`src/rtl/ks_adder_pipe_pkg.sv`:
```
`default_nettype none
// ----------------------------------------------------------------------------
// ks_pkg : prefix-tree sizing helpers for the pipelined Kogge-Stone adder
// Revision 1.0
// ----------------------------------------------------------------------------
package ks_pkg;

    // ceil(log2(width)) for width >= 2
    function automatic int ks_levels(input int width);
        int lv;
        lv = 0;
        for (int i = 0; i < 31; i++) begin
            if ((1 << i) < width) begin
                lv = i + 1;
            end
        end
        return lv;
    endfunction

    function automatic int ks_stages(input int levels, input int per);
        return (levels + per - 1) / per;
    endfunction

endpackage
`default_nettype wire

```
`src/rtl/ks_adder_pipe_level.sv`:
```
`default_nettype none
// ----------------------------------------------------------------------------
// ks_prefix_level : one combinational Kogge-Stone row of black cells at DIST
// Revision 1.0
// ----------------------------------------------------------------------------
module ks_prefix_level #(
    parameter int WIDTH = 16,
    parameter int DIST  = 1
) (
    input  logic [WIDTH-1:0] p_i,
    input  logic [WIDTH-1:0] g_i,
    output logic [WIDTH-1:0] p_o,
    output logic [WIDTH-1:0] g_o
);

    for (genvar i = 0; i < WIDTH; i++) begin : g_bit
        if (i >= DIST) begin : g_black
            assign g_o[i] = g_i[i] | (p_i[i] & g_i[i-DIST]);
            assign p_o[i] = p_i[i] & p_i[i-DIST];
        end else begin : g_pass
            assign g_o[i] = g_i[i];
            assign p_o[i] = p_i[i];
        end
    end

endmodule
`default_nettype wire

```
`src/rtl/ks_adder_pipe.sv`:
```
`default_nettype none
// ----------------------------------------------------------------------------
// ks_adder_pipe : pipelined Kogge-Stone adder/subtractor with valid/ready flow
// Revision 1.0
// ----------------------------------------------------------------------------
module ks_adder_pipe
    import ks_pkg::*;
#(
    parameter int WIDTH        = 16,
    parameter int STAGE_LEVELS = 2
) (
    input  logic             clk,
    input  logic             rst_n,
    input  logic             in_valid,
    output logic             in_ready,
    input  logic [WIDTH-1:0] in_a,
    input  logic [WIDTH-1:0] in_b,
    input  logic             in_cin,
    input  logic             in_sub,
    output logic             out_valid,
    input  logic             out_ready,
    output logic [WIDTH-1:0] out_sum,
    output logic             out_cout,
    output logic             out_ovf
);

    localparam int L    = ks_levels(WIDTH);
    localparam int NSTG = ks_stages(L, STAGE_LEVELS);
    localparam int NMID = (NSTG > 1) ? NSTG - 1 : 1;

    logic [WIDTH-1:0] w_bx, w_p0, w_g0;
    logic             w_c0;

    // Carry-in is folded into the bit-0 generate so the tree needs no extra row.
    always_comb begin
        w_bx    = in_sub ? ~in_b : in_b;
        w_c0    = in_sub | in_cin;
        w_p0    = in_a ^ w_bx;
        w_g0    = in_a & w_bx;
        w_g0[0] = w_g0[0] | (w_p0[0] & w_c0);
    end

    logic [WIDTH-1:0] mid_p_q  [NMID];
    logic [WIDTH-1:0] mid_g_q  [NMID];
    logic [WIDTH-1:0] mid_po_q [NMID];
    logic             mid_c0_q [NMID];
    logic             mid_v_q  [NMID];

    logic [WIDTH-1:0] lvl_pi [L];
    logic [WIDTH-1:0] lvl_gi [L];
    logic [WIDTH-1:0] lvl_po [L];
    logic [WIDTH-1:0] lvl_go [L];

    logic [WIDTH-1:0] stg_p  [NSTG];
    logic [WIDTH-1:0] stg_g  [NSTG];
    logic [WIDTH-1:0] stg_po [NSTG];
    logic             stg_c0 [NSTG];
    logic             stg_v  [NSTG];

    logic [NSTG-1:0]  w_adv;
    logic             w_chain;

    for (genvar k = 0; k < L; k++) begin : g_lvl
        localparam int STG = k / STAGE_LEVELS;
        if (k == 0) begin : g_first
            assign lvl_pi[k] = w_p0;
            assign lvl_gi[k] = w_g0;
        end else if ((k % STAGE_LEVELS) == 0) begin : g_reg
            assign lvl_pi[k] = mid_p_q[STG-1];
            assign lvl_gi[k] = mid_g_q[STG-1];
        end else begin : g_chain
            assign lvl_pi[k] = lvl_po[k-1];
            assign lvl_gi[k] = lvl_go[k-1];
        end
        ks_prefix_level #(
            .WIDTH (WIDTH),
            .DIST  (1 << k)
        ) u_level (
            .p_i (lvl_pi[k]),
            .g_i (lvl_gi[k]),
            .p_o (lvl_po[k]),
            .g_o (lvl_go[k])
        );
    end

    for (genvar s = 0; s < NSTG; s++) begin : g_stg
        localparam int LAST = (((s + 1) * STAGE_LEVELS < L) ? (s + 1) * STAGE_LEVELS : L) - 1;
        assign stg_p[s] = lvl_po[LAST];
        assign stg_g[s] = lvl_go[LAST];
        if (s == 0) begin : g_head
            assign stg_po[s] = w_p0;
            assign stg_c0[s] = w_c0;
            assign stg_v[s]  = in_valid;
        end else begin : g_tail
            assign stg_po[s] = mid_po_q[s-1];
            assign stg_c0[s] = mid_c0_q[s-1];
            assign stg_v[s]  = mid_v_q[s-1];
        end
    end

    logic             out_v_q;
    logic [WIDTH-1:0] sum_q, sum_d;
    logic             cout_q, cout_d, ovf_q, ovf_d;

    // Ready chain: a stage may load when empty or when its successor is moving.
    always_comb begin
        w_adv         = '0;
        w_chain       = out_ready | ~out_v_q;
        w_adv[NSTG-1] = w_chain;
        for (int s = NSTG - 2; s >= 0; s--) begin
            w_chain  = w_chain | ~mid_v_q[s];
            w_adv[s] = w_chain;
        end
    end

    assign in_ready = w_adv[0];

    always_ff @(posedge clk) begin
        if (!rst_n) begin
            for (int s = 0; s < NMID; s++) begin
                mid_v_q[s] <= 1'b0;
            end
        end else begin
            for (int s = 0; s < NSTG - 1; s++) begin
                if (w_adv[s]) begin
                    mid_v_q[s]  <= stg_v[s];
                    mid_p_q[s]  <= stg_p[s];
                    mid_g_q[s]  <= stg_g[s];
                    mid_po_q[s] <= stg_po[s];
                    mid_c0_q[s] <= stg_c0[s];
                end
            end
        end
    end

    always_comb begin
        sum_d  = stg_po[NSTG-1] ^ {stg_g[NSTG-1][WIDTH-2:0], stg_c0[NSTG-1]};
        cout_d = stg_g[NSTG-1][WIDTH-1];
        ovf_d  = stg_g[NSTG-1][WIDTH-1] ^ stg_g[NSTG-1][WIDTH-2];
    end

    always_ff @(posedge clk) begin
        if (!rst_n) begin
            out_v_q <= 1'b0;
            sum_q   <= '0;
            cout_q  <= 1'b0;
            ovf_q   <= 1'b0;
        end else if (w_adv[NSTG-1]) begin
            out_v_q <= stg_v[NSTG-1];
            sum_q   <= sum_d;
            cout_q  <= cout_d;
            ovf_q   <= ovf_d;
        end
    end

    assign out_valid = out_v_q;
    assign out_sum   = sum_q;
    assign out_cout  = cout_q;
    assign out_ovf   = ovf_q;

endmodule
`default_nettype wire

```
`config.mk`:
```
export PLATFORM = sky130hd
export DESIGN_NAME = ks_adder_pipe
export DESIGN_NICKNAME = d
export VERILOG_FILES = /design/src/rtl/ks_adder_pipe_pkg.sv /design/src/rtl/ks_adder_pipe_level.sv /design/src/rtl/ks_adder_pipe.sv
export SDC_FILE = /design/constraint.sdc
export NUM_CORES = 1
export LEC_CHECK = 0
export BUFFER_PORTS_ARGS = -buffer_cell sky130_fd_sc_hd__buf_2
export CAP_MARGIN = 20
export CORE_MARGIN = 1
export CORE_UTILIZATION = 42
export CTS_CLUSTER_SIZE = 25
export DETAILED_ROUTE_END_ITERATION = 16
export HOLD_SLACK_MARGIN = 0.1
export SYNTH_ARGS = -nofsm -noshare
export SYNTH_HDL_FRONTEND = slang
export SYNTH_HIERARCHICAL = 1
export SYNTH_SLANG_ARGS = --single-unit
```
`constraint.sdc`:
```
create_clock -name clk -period 3.05 [get_ports clk]
set_input_delay 0 -clock clk [delete_from_list [all_inputs] [get_ports clk]]
set_output_delay 0 -clock clk [all_outputs]
set_load 0.05 [all_outputs]
```
Word-level counts from Yosys, hierarchy flattened
Memories as Yosys holds them, arrays and structs flattened.
Index checks and enable logic that the tools add are counted.
Widths: inputs -> output; s select.

cells by class
  mux-type cells = 7
  bitwise operators = 147
  reduce and logical (&&, ||, !) cells = 1

operators with widths
  cell             number
  $and 1x1->1      87
  $or 1x1->1       53
  $xor 16x16->16   2
  $and 16x16->16   1
  $mux 16          1
  $not 16->16      1
  $mux 1           6
  $not 1->1        2
  $reduce_or 1->1  1
  $xor 1x1->1      1

storage, ports and cells
  flip-flop bits (word level) = 19
  memory bits (writable) = 50
  bits of input ports = 38
  output and inout port bits = 20
  memories kept = 5

memories
  name      words  width  read ports  clocked after memory_dff  write ports  line                 source
  mid_g_q   1      16     1           0                         1            ks_adder_pipe.sv:44  logic [WIDTH-1:0] mid_g_q [NMID];
  mid_p_q   1      16     1           0                         1            ks_adder_pipe.sv:43  logic [WIDTH-1:0] mid_p_q [NMID];
  mid_po_q  1      16     1           0                         1            ks_adder_pipe.sv:45  logic [WIDTH-1:0] mid_po_q [NMID];
  mid_c0_q  1      1      1           0                         1            ks_adder_pipe.sv:46  logic mid_c0_q [NMID];
  mid_v_q   1      1      1           0                         1            ks_adder_pipe.sv:47  logic mid_v_q [NMID];

Longest topological paths before layout
  word-level depth = 9
  mapped depth = 6
  gate-level depth less buffers = 5

Modules after synthesis
Netlist, hierarchy kept.

modules (own cells, without submodules)
  module                              times used  cells an instance  area each (µm²)
  ks_adder_pipe                       1           172                2,808.9
  ks_prefix_level (g_lvl[3].u_level)  1           32                 240.2
  ks_prefix_level (g_lvl[2].u_level)  1           32                 231.5
  ks_prefix_level (g_lvl[1].u_level)  1           32                 226.5
  ks_prefix_level (g_lvl[0].u_level)  1           32                 224.0

Least setup slack after synthesis
Ideal clock, no wire load.

  kind = flip-flop to flip-flop
  start point = reg out_v_q (netlist: out_valid) (read register of mid_v_q)
  end point = mem mid_c0_q[0], enable pin
  arrival time = 2.133 ns
  required time = 2.626 ns
  path slack = 0.493 ns
  stages on the path, launching flop included = 3
  buffers on the path = 0
  clock period less this slack = 2.557 ns
  cell sequence = dfxtp_1 > and2b_4 > a21boi_2

on the way
  word-level cells in the longest chain between the ends = 6

ends and longest elaborated chain
  what                          line                  source
  from (decl)                   ks_adder_pipe.sv:101  logic out_v_q;
  $not 1->1                     ks_adder_pipe.sv:108  w_chain = out_ready | ~out_v_q;
  $or 1x1->1                    ks_adder_pipe.sv:108
  $or 1x1->1                    ks_adder_pipe.sv:111  w_chain = w_chain | ~mid_v_q[s];
  $mux 1                        ks_adder_pipe.sv:125  if (w_adv[s]) begin
  $mux 1                        ks_adder_pipe.sv:119  if (!rst_n) begin
  $mux 1 (not written as such)  ks_adder_pipe.sv:130  mid_c0_q[s] <= stg_c0[s];
  to (decl)                     ks_adder_pipe.sv:46

No other way between the ends.

Worst setup path in the final report
  start point = reg out_v_q (netlist: out_valid) (read register of mid_v_q)
  end point = mem mid_po_q[0][9], enable pin

on the way
  word-level cells in the longest chain between the ends = 6

ends and longest elaborated chain
  what                          line                  source
  $not 1->1                     ks_adder_pipe.sv:108
  $or 1x1->1                    ks_adder_pipe.sv:108
  $or 1x1->1                    ks_adder_pipe.sv:111
  $mux 1                        ks_adder_pipe.sv:125
  $mux 1                        ks_adder_pipe.sv:119
  $mux 1 (not written as such)  ks_adder_pipe.sv:129  mid_po_q[s] <= stg_po[s];
  to (decl)                     ks_adder_pipe.sv:45

No other way between the ends.

==> results_dict.tcl <==
set metrics [dict create \
    cts_hold_buf 18 \
    io-pin-count 58 \
    cp-startpoint "out_valid" \
    slew_viol_final 0 \
    cts.sinks 65 \
    hpwlAfterDp_mm 4.268 \
    rsz0062_at_grt "no" \
    power_density_mw_per_mm2 616.0 \
    avgSynthCellArea_um2 12.74 \
    final_antenna_net_count 0 \
    timing_hold_violations_final 0 \
    start_util 0.4364 \
    postCtsSetupRepairBufs 0 \
    syn_area_mm2 0.003390 \
    antenna_found_initial 0 \
    period_share 0.5071 \
    layout.nets 384 \
    worstPathRequired_ns 3.02 \
    path_clk_slew_ns 0.07 \
    hold-worst-slack_ns 0.1169 \
    dieArea_mm2 0.008434 \
    root_buffer "clkbuf_8" \
    rr_startpoint "out_valid" \
    drc 0 \
    min_path_type "in -> reg" \
    critical_path_class "reg -> reg" \
    die_x_um 91.84 \
    syn_inst 266 \
    status "complete, no violations" \
    area_delta_synth_final_pct 18.38 \
    post_cts_resized 0 \
    worst_slack_ns 1.503 \
    dp.cells 403 \
    clk_latency_ns 0.33 \
    cts_buffers 9 \
    setup_viol 0 \
    core_mm2 0.007767 \
    grt_pass1_vias 1985 \
    clock_path_buffers 2 \
    cts_tree "done" \
    timing.fmax_mhz 646.5 \
    rows 32 \
    layout-drive-gt1-share 0.3194 \
    grt_use_total 0.1517 \
    place.gp.congestion 0.8129 \
    instances_no_fill 437 \
    antenna_cells 0 \
    tns_ns 0 \
    synth_warnings 6 \
    synth.net_count 320 \
    power_uw 2472 \
    grt_pass1_wl_mm 9.522 \
    worst-path-max-fanout 46 \
    finalCriticalPeriod_ns 1.547 \
    firstDrtPassIters 4 \
    vias 2065 \
    routedWlPerCell_um 13.32 \
    worst_slew_pin_slew_ns 0.5652 \
    peakVddDrop_uv 203.2 \
    power.leakage_uw 0.001841 \
    die_h_um 91.84 \
    grt_max_degree 47 \
    worstSetupEndpointType "flip-flop" \
    htreeDepth 3 \
    post-place-ws_ns 1.362 \
    grt-ovfl-total 0 \
    drt-vias-per-instance 4.725 \
    finClkSkew_ns 0.007259 \
    hold_start "rst_n" \
    drt-total-wl_mm 5.822 \
    io_buffers 57 \
    crit_path_start_kind "flip-flop" \
    drtIter0Drc 43 \
    slew_headroom 0.6232 \
    crit_arrival_ns 1.52 \
    cap_violations 0 \
]
through the flow:
| step | utilization | instance area, um^2 |
|---|---|---|
| finish | 0.5166 | 4013 |
| global route | 0.5166 | 4013 |
| CTS | 0.5166 | 4013 |
| detailed placement | 0.4665 | 3623 |
| global placement | 0.4665 | 3623 |
| floorplan | - | 3390 |
critical path, stage by stage (launching register included):
cell      delay, ns
dfxtp_1        0.34
and2b_4        0.20
a21boi_4       0.14
buf_4          0.48
sequential cells by signal (all words and copies together), names as in the netlist:
signal     count
mid_g_q       16
mid_po_q      16
out_sum       16
mid_p_q       12
mid_c0_q       1
mid_v_q        1
out_cout       1
out_ovf        1
out_valid      1
path summary, 6_finish.rpt:
path / to / cells after the start / slack (ns)
worst max-delay path: mid_po_q[0][9] / 3 / 1.50
worst min-delay path: out_sum[12] / 3 / 0.12
worst max register to register: mid_po_q[0][9] / 3 / 1.50
worst min register to register: out_cout / 2 / 0.46
metal layers:
layer	vias up	part of all wire	wire length [um]	global-route usage
met5	-	0	0	0
met4	0	0.015	86	0.07031
met3	8	0.052	305	0.04478
met2	53	0.43	2530	0.2168
met1	933	0.50	2900	0.2108
li1	1071	-	-	-
layout make-up:
type                       count  area (um^2)
clock buffer                   9        123.9
clock inverter                 7        85.08
fill                         718         3755
multi-input combinational    178         1441
sequential                    65         1762
tap                          102        127.6
timing repair buffer          76        473.0
report_power, final:
group | switching, uW | total, uW | internal, uW
Sequential | 57.2 | 1130 | 1070
Combinational | 342 | 577 | 235
Clock | 315 | 767 | 452
placed cells by master (no fill, tap or decap), drive strengths merged:
cell type and instances:
buf 58, a21o 50, edfxtp 46, and2 35, dfxtp 19, dlygate4sd3 18
xnor2 17, o21ai 17, a21oi 17, xor2 16, ha 16, clkbuf 9
clkinv 5, nand2 3, bufinv 2, a21boi 2, and2b 1, or2 1
nand3 1, nand2b 1, o21a 1
No activity file was read; power rests on OpenSTA's default activity.
